$ cat src/rtl/kb_host_ctrl.sv
// kb_host_ctrl: PS/2 keyboard host with scan-code FIFO, lock-key tracking and LED command sequencing
module kb_host_ctrl #(
  parameter int FIFO_DEPTH   = 8,
  parameter int DELAY_CYCLES = 255,
  parameter int ACK_TIMEOUT  = 100000,
  parameter int MAX_RETRIES  = 3,
  parameter int CNT_W        = 17
) (
  input  logic       clk,
  input  logic       reset,
  input  logic [7:0] rx_data,
  input  logic       rx_done_tick,
  output logic [7:0] tx_data,
  output logic       tx_write,
  input  logic       tx_done_tick,
  output logic [7:0] out_data,
  output logic       out_valid,
  input  logic       out_ready,
  output logic [2:0] led_status,
  output logic       led_error,
  output logic       overflow,
  input  logic       ovf_clr
);
  localparam int AW = $clog2(FIFO_DEPTH);
  localparam int RW = $clog2(MAX_RETRIES + 1) + 1;
  localparam logic [RW-1:0] MAX_R = RW'(MAX_RETRIES);
  typedef enum logic [3:0] {
    IDLE, DELAY, SEND_CMD, WAIT_TX_CMD, WAIT_ACK_CMD,
    SEND_FLAGS, WAIT_TX_FLAGS, WAIT_ACK_FLAGS, RETRY
  } state_t;
  state_t state, state_nxt;
  logic [7:0] mem [FIFO_DEPTH];
  logic [AW:0] wr_ptr, rd_ptr;
  logic [CNT_W-1:0] cnt;
  logic [RW-1:0] retries;
  logic [7:0] tx_q;
  logic [2:0] toggle;
  logic pending, brk, ext, in_wait, is_ack, is_nak, push, push_ok, pop, empty, full, exhausted;
  assign in_wait   = state == WAIT_ACK_CMD || state == WAIT_ACK_FLAGS;
  assign is_ack    = rx_done_tick && rx_data == 8'hFA;
  assign is_nak    = rx_done_tick && rx_data == 8'hFE;
  assign push      = rx_done_tick && !(in_wait && (is_ack || is_nak));
  assign empty     = wr_ptr == rd_ptr;
  assign full      = wr_ptr[AW] != rd_ptr[AW] && wr_ptr[AW-1:0] == rd_ptr[AW-1:0];
  assign out_valid = !empty;
  assign out_data  = empty ? 8'h00 : mem[rd_ptr[AW-1:0]];
  assign pop       = out_valid && out_ready;
  assign push_ok   = push && (!full || pop);
  assign exhausted = retries >= MAX_R;
  assign toggle    = (push && !brk && !ext) ? (rx_data == 8'h58 ? 3'b100 :
                     rx_data == 8'h77 ? 3'b010 : rx_data == 8'h7E ? 3'b001 : 3'b000) : 3'b000;
  // LED sequencer state register
  always_ff @(posedge clk or posedge reset)
    if (reset) state <= IDLE;
    else state <= state_nxt;
  // LED sequencer transitions and transmit strobes; tx_data holds the last byte sent
  always_comb begin
    state_nxt = state;
    tx_write  = 1'b0;
    tx_data   = tx_q;
    case (state)
      IDLE:           state_nxt = pending ? DELAY : IDLE;
      DELAY:          state_nxt = cnt == '0 ? SEND_CMD : DELAY;
      SEND_CMD:       begin tx_write = 1'b1; tx_data = 8'hED; state_nxt = WAIT_TX_CMD; end
      WAIT_TX_CMD:    state_nxt = tx_done_tick ? WAIT_ACK_CMD : WAIT_TX_CMD;
      WAIT_ACK_CMD:   state_nxt = is_ack ? SEND_FLAGS : (is_nak || cnt == '0) ? RETRY : WAIT_ACK_CMD;
      SEND_FLAGS:     begin tx_write = 1'b1; tx_data = {5'b0, led_status}; state_nxt = WAIT_TX_FLAGS; end
      WAIT_TX_FLAGS:  state_nxt = tx_done_tick ? WAIT_ACK_FLAGS : WAIT_TX_FLAGS;
      WAIT_ACK_FLAGS: state_nxt = is_ack ? IDLE : (is_nak || cnt == '0) ? RETRY : WAIT_ACK_FLAGS;
      RETRY:          state_nxt = exhausted ? IDLE : SEND_CMD;
      default:        state_nxt = IDLE;
    endcase
  end
  // Shared delay/timeout down-counter and retry count
  always_ff @(posedge clk or posedge reset)
    if (reset) begin
      cnt     <= '0;
      retries <= '0;
    end else begin
      if (state == IDLE && pending) begin
        cnt     <= CNT_W'(DELAY_CYCLES - 1);
        retries <= '0;
      end else if ((state == WAIT_TX_CMD || state == WAIT_TX_FLAGS) && tx_done_tick)
        cnt <= CNT_W'(ACK_TIMEOUT - 1);
      else if ((state == DELAY || in_wait) && cnt != '0)
        cnt <= cnt - CNT_W'(1);
      if (state == RETRY && !exhausted) retries <= retries + RW'(1);
    end
  // Lock parser, pending request, error/overflow flags, FIFO pointers and tx_data hold
  always_ff @(posedge clk or posedge reset)
    if (reset) begin
      tx_q       <= '0;
      led_status <= '0;
      pending    <= 1'b0;
      brk        <= 1'b0;
      ext        <= 1'b0;
      led_error  <= 1'b0;
      overflow   <= 1'b0;
      wr_ptr     <= '0;
      rd_ptr     <= '0;
    end else begin
      tx_q <= tx_data;
      if (toggle != 3'b000) begin
        led_status <= led_status ^ toggle;
        pending    <= 1'b1;
      end else if (state == IDLE) pending <= 1'b0;
      if (push) begin
        brk <= rx_data == 8'hF0 ? 1'b1 : rx_data == 8'hE0 ? brk : 1'b0;
        ext <= rx_data == 8'hE0 ? 1'b1 : rx_data == 8'hF0 ? ext : 1'b0;
      end
      if (state == RETRY && exhausted) led_error <= 1'b1;
      else if (state == WAIT_ACK_FLAGS && is_ack) led_error <= 1'b0;
      if (push && !push_ok) overflow <= 1'b1;
      else if (ovf_clr) overflow <= 1'b0;
      if (push_ok) wr_ptr <= wr_ptr + (AW+1)'(1);
      if (pop) rd_ptr <= rd_ptr + (AW+1)'(1);
    end
  // FIFO storage
  always_ff @(posedge clk)
    if (push_ok) mem[wr_ptr[AW-1:0]] <= rx_data;
endmodule
$ cat config.mk
export PLATFORM = sky130hd
export DESIGN_NAME = kb_host_ctrl
export DESIGN_NICKNAME = d
export VERILOG_FILES = /design/src/rtl/kb_host_ctrl.sv
export SDC_FILE = /design/constraint.sdc
export NUM_CORES = 1
export LEC_CHECK = 0
export CORE_MARGIN = 4
export CORE_UTILIZATION = 40
export DETAILED_ROUTE_END_ITERATION = 10
export HOLD_SLACK_MARGIN = 0.12
export SLEW_MARGIN = 25
export SYNTH_ARGS = -nofsm -noshare
export SYNTH_HDL_FRONTEND = slang
export SYNTH_SLANG_ARGS = --single-unit
$ cat constraint.sdc
create_clock -name clk -period 2.1 [get_ports clk]
set_input_delay 0.315 -clock clk [delete_from_list [all_inputs] [get_ports clk]]
set_output_delay 0.315 -clock clk [all_outputs]
set_load 0.01 [all_outputs]
==> Word-level counts from Yosys, hierarchy flattened <==
Memories as Yosys holds them, arrays and structs flattened.
Index checks and enable logic that the tools add are counted.
{ "word_totals": {"reg_bits": 48, "ram_bits": 64, "in_bits": 14, "out_inout_bits": 23, "elab_cells": 114, "n_memories": 1} }
{ "classes": {"n_addsub": 4, "order_cmp": 1, "eq_ne": 20, "mux": 34, "bitwise_logic": 1, "n_reduce_logical": 41} }
{ "mem_list": {"columns": ["memory", "words", "width", "rd", "rd_clocked_by_memory_dff", "wr", "line_no", "rtl"], "rows": [
  ["mem", 8, 8, 1, 0, 1, "32", "logic [7:0] mem [FIFO_DEPTH];"]
]} }
{ "op_table": {"columns": ["cell", "n"], "rows": [
  ["17-bit 2-to-1 mux", 3],
  ["4-bit one-hot mux with 9 select lines", 1],
  ["8-bit equality test (second input constant)", 4],
  ["8-bit by 7-bit equality test with 1-bit output (second input constant)", 3],
  ["17-bit logical NOT", 1],
  ["17-bit nonzero test", 1],
  ["17-bit by 1-bit subtractor with 17-bit output (second input constant)", 1],
  ["4-bit by 3-bit equality test with 1-bit output (second input constant)", 4],
  ["1-bit logical AND", 16],
  ["1-bit 2-to-1 mux", 16],
  ["4-bit 2-to-1 mux", 4],
  ["8-bit one-hot mux with 2 select lines", 1],
  ["3-bit 2-to-1 mux", 5],
  ["4-bit by 1-bit adder with 4-bit output (second input constant)", 2],
  ["4-bit by 2-bit equality test with 1-bit output (second input constant)", 2],
  ["8-bit 2-to-1 mux", 1],
  ["2-bit nonzero test", 4],
  ["1-bit logical NOT", 7],
  ["1-bit logical OR", 6],
  ["2-bit 2-to-1 mux", 3],
  ["3-bit nonzero test", 2],
  ["4-bit by 1-bit equality test with 1-bit output (second input constant)", 1],
  ["4-bit equality test", 1],
  ["4-bit equality test (second input constant)", 1],
  ["10 further kinds", 11]
]} }

==> Logic depth before layout (Yosys ltp) <==
{ "logic_depth": {"word_depth": 11, "depth_mapped": 9} }

==> Worst setup path after synthesis <==
No wires, ideal clock.
{ "synth_timing": {"path_kind": "register to register", "from": "reg rd_ptr[1]", "to": "mem mem[4][0] (enable)", "arrival_time_ps": 1940, "required_ps": 1715, "path_slack_ps": -225, "path_stages_with_launch": 7, "period_less_slack_ps": 2325, "path_cell_list": "dfrtp_1 clkbuf_1 xnor2_1 nand3_1 o31a_1 nand2b_1 nor3b_1"} }
{ "synth_between": {"elab_chain_len": 7, "elab_cells_between_ends": 10} }
{ "synth_rtl": {"columns": ["element", "line_no", "rtl"], "rows": [
  ["start, declared", "33", "logic [AW:0] wr_ptr, rd_ptr;"],
  ["start signal, assigned", "116", "if (pop) rd_ptr <= rd_ptr + (AW+1)'(1);"],
  ["4-bit equality test / 3-bit equality test (equally long branches)", "43, 44", null],
  ["1-bit logical NOT / 1-bit logical AND (equally long branches)", "45, 44", null],
  ["1-bit logical AND / 1-bit logical NOT (equally long branches)", "47, 48", null],
  ["1-bit logical OR (*)", "48", "assign push_ok = push && (!full || pop);"],
  ["1-bit logical AND (*)", "48", null],
  ["1-bit 2-to-1 mux (*)", "120", "if (push_ok) mem[wr_ptr[AW-1:0]] <= rx_data;"],
  ["1-bit 2-to-1 mux (not written as such) (*)", "120", null],
  ["end, declared", "32", null]
]} }
Mark *: on every way between the ends. The rest lies on a longest branch, timed or not.

==> Worst setup path after layout <==
{ "layout_timing": {"from": "reg rd_ptr[0]", "to": "out out_data[2]"} }
{ "layout_between": {"elab_chain_len": 2, "elab_cells_between_ends": 3} }
{ "layout_rtl": {"columns": ["element", "line_no", "rtl"], "rows": [
  ["memory read 8 x 8 bit / 4-bit equality test (equally long branches)", null, null],
  ["8-bit 2-to-1 mux (*)", "46", "assign out_data = empty ? 8'h00 : mem[rd_ptr[AW-1:0]];"],
  ["end, declared", "16", "output logic [7:0] out_data,"]
]} }
Marks and branches as above.

==> results by group <==
Critical path
  • Critical path class: flop to output port
  • WP data required: 1.78 ns
  • Reg2reg path depth: 7
  • Critical path startpoint category: flop
  • Worst reg2reg path endpoint: cnt[6]
  • Critical-path cell list: buf_12, buf_6, mux4_2, mux2i_2, nor2_1, buf_2
  • CP endpoint kind: output port
  • Crit-path max cell delay: 0.52 ns
  • R2R Setup Slk: -0.03 ns
  • CP top delay family: multiplexers
  • Crit path max-delay cell type: mux4_2
  • CP Max Fanout: 8
  • CP arrival: 1.94 ns
  • Critical path buffers and inverters: 3
  • Worst r2r src: state[0]

Power
  • Leak Pwr: 2.65 nW
  • VDD IR-drop max: 515 uV
  • PwrDens: 1200 nW/um2

Timing
  • Final Skew: 0.00623 ns
  • Final hold vios: 0
  • Setup WS post-layout: -0.152 ns
  • Fmax: 0.444 GHz
  • Min cycle time layout: 2.25 ns
  • Setup tns final: -0.944 ns
  • Slew at the pin closest to its max-slew limit: 0.655 ns
  • Pins Over Slew Limit: 0
  • Final period util: 1.07
  • Hold WS: 0.267 ns
  • RSZ-0062 raised after global routing: yes
  • Endpoints failing setup: 9
  • Worst slew margin: 0.561

Clock tree
  • Max clock buf depth: 2
  • Clock root cell: clkbuf_16
  • Total clock sinks: 112
  • Clk_lat worst skew: 0.35 ns
  • CTS tree: yes
  • H-tree Lvls: 3
  • CTS buffer count: 9
  • Clk pin slew, worst setup/hold paths: 0.07 ns

Detailed routing
  • Post-route DRC violation count: 0
  • DR iter-0 viols: 214
  • Wire length per cell: 17.6 um
  • Vias: 3566
  • ANT nets after route: 0
  • Total Wirelength: 12.1 mm
  • Vias per cell: 5.18
  • Drt first pass iters: 4

Yosys
  • Mapped Avg Cell Area: 13.0 um2
  • Main flop type after synthesis: edfxtp_1
  • Post-synth ARST share: 0.429
  • Unique masters post-synth: 50
  • Post-synth EDFFs: 64
  • Synth top area share: 0.375
  • Warnings from Yosys: 0
  • Synthesized flop and latch total: 112
  • Synth Cell Area: 5130 um2
  • Sequential-to-total area share from yosys stat: 0.609
  • Post-synth net total: 416
  • Syn Inst Count: 396
  • Cell taking the most area after synthesis: edfxtp_1
  • Main area contributors after synthesis: edfxtp_1 37%, dfrtp_1 23%, mux4_2 7.0%

Job
  • Max capacitance violation total: 0

Final layout
  • Most common cell after layout, fill and taps aside: buf_4
  • Final-layout fill cell count: 1028
  • Share of cells above drive strength 1: 0.354
  • Fin nets: 532
  • ANT cells: 0
  • Most frequent cells in the layout: 74 x buf_4, 64 x edfxtp_1, 47 x dfrtp_1
  • Layout area overhead: 33.0%

GRT
  • Global route hottest layer: met2
  • Total track usage: 0.172
  • Vias in the first global route: 3609
  • GR Util met2: 0.288
  • First-pass GRT wire length: 19.3 mm
  • Overflow after GRT: 0
  • Global routing usage on met1: 0.223
  • Initial antenna violation count: 0
  • Largest net degree at the start of global routing: 32
  • Met3 Usage GRT: 0.0359

Min path
  • Hold Path Class: input pin to async pin

Die
  • Die H: 121 um
  • Core area: 12600 um2
  • # rows: 41
  • Starting density of the core: 0.408
  • Chip width: 121 um
  • Area of the die: 14700 um2
  • Ports: 37

Placement
  • RD Place Congestion: 0.814
  • Port bufs: 36
  • Post-DP HPWL: 8.20 mm

Status
  • Failing checks: setup timing
  • Status: finished, violations left
-- sequential cells by signal (all words and copies together), names as in the netlist --
name and cells:
mem 64, cnt 17, tx_q 8, rd_ptr 4
state 4, wr_ptr 4, led_status 3, retries 3
brk 1, ext 1, led_error 1, overflow 1
pending 1
-- worst reg2reg max path, stage by stage (launching register included) --
cell     delay, ns
dfrtp_1       0.40
buf_6         0.22
nor2b_1       0.26
a31oi_4       0.13
or3_4         0.44
buf_6         0.14
or4_1         0.40
nand3_1       0.08
-- cell type report --
cell class	instances	area, um2	share of cell area
clock buffers	10	229	0.0335
clock inverters	6	50.0	0.00733
inverters	9	33.8	0.00495
multi-input cells	253	2110	0.309
flip-flops and latches	112	3120	0.458
well taps	172	215	0.0315
repair buffers	127	1070	0.156
-- metrics by stage --
stage	cells	util	area, um2	power, mW	setup WS [ns]
after floorplan	396	-	5170	4.78	-0.159
after global placement	635	0.482	6060	6.02	-0.596
after detailed placement	635	0.483	6070	6.10	-0.806
after CTS	675	0.527	6620	8.06	-0.194
after global routing	689	0.543	6830	8.64	-0.200
final	689	0.543	6830	8.20	-0.152
-- kinds of logic (layout without fill, tap and decap cells) --
| logic type | Yosys count | after routing | synth area share |
|---|---|---|---|
| and+or+nand+nor | 146 | 146 | 0.153 |
| DFF | 112 | 112 | 0.609 |
| AOI/OAI and AO/OA | 52 | 52 | 0.0671 |
| buffers and inverters | 31 | 152 | 0.0271 |
| muxes | 28 | 28 | 0.0941 |
| xor gates and xnor gates | 21 | 21 | 0.0358 |
| adders and majority gates | 6 | 6 | 0.0146 |
-- how the worst max path moves through the flow --
stage | start | end | slack [ns] | depth (start not counted)
5_1_grt | rd_ptr[0] | out_data[2] | -0.20 | 6
6_report | rd_ptr[0] | out_data[2] | -0.15 | 6
2_1_floorplan | rd_ptr[1] | mem[5][0] | -0.16 | 5
3_3_place_gp | rx_data[0] | mem[1][5] | -0.60 | 6
4_1_cts | rd_ptr[0] | out_data[2] | -0.19 | 6
3_5_place_dp | rx_data[0] | mem[3][1] | -0.81 | 6
-- routing by layer --
metal,vias to the layer above,part of all wire
met4,0,0.020
li1,1719,-
met5,-,0
met3,16,0.041
met2,62,0.50
met1,1769,0.44
-- Yosys cell counts (2+ instances only) --
master,number
ha_1,6
clkbuf_1,12
nor4_1,5
xnor2_1,13
o22ai_1,3
or2_2,2
nor2_1,33
or4_1,6
nor4b_1,3
a21oi_1,14
mux2i_1,10
nor2b_1,6
nor3b_1,7
nor3_1,8
nand4_1,4
mux2_2,2
and3_1,3
o211ai_1,5
o21ai_0,8
a31oi_1,4
mux4_2,16
and2_0,2
nand3_1,20
buf_1,2
nand2_1,25
nand2b_1,6
dfrtp_1,48
buf_6,2
buf_2,6
inv_1,9
edfxtp_1,64
a21boi_0,2
o31ai_1,4
or3_1,10
o31a_1,3
o21a_1,2
xor2_1,8
-- power breakdown --
group          switching, mW  internal (mW)
combinational           1.68           1.88
clock                  0.796          0.823
sequential             0.278           2.74
-- repair_timing --
item	4_1_cts	5_1_grt
gates resized for setup	87	34
endpoints found under the setup margin	83	89
cloned	1	0
setup buffers	23	16
pin swaps	9	20
hold buffers	0	0
Note: power is estimated with default switching activity, not from simulation.
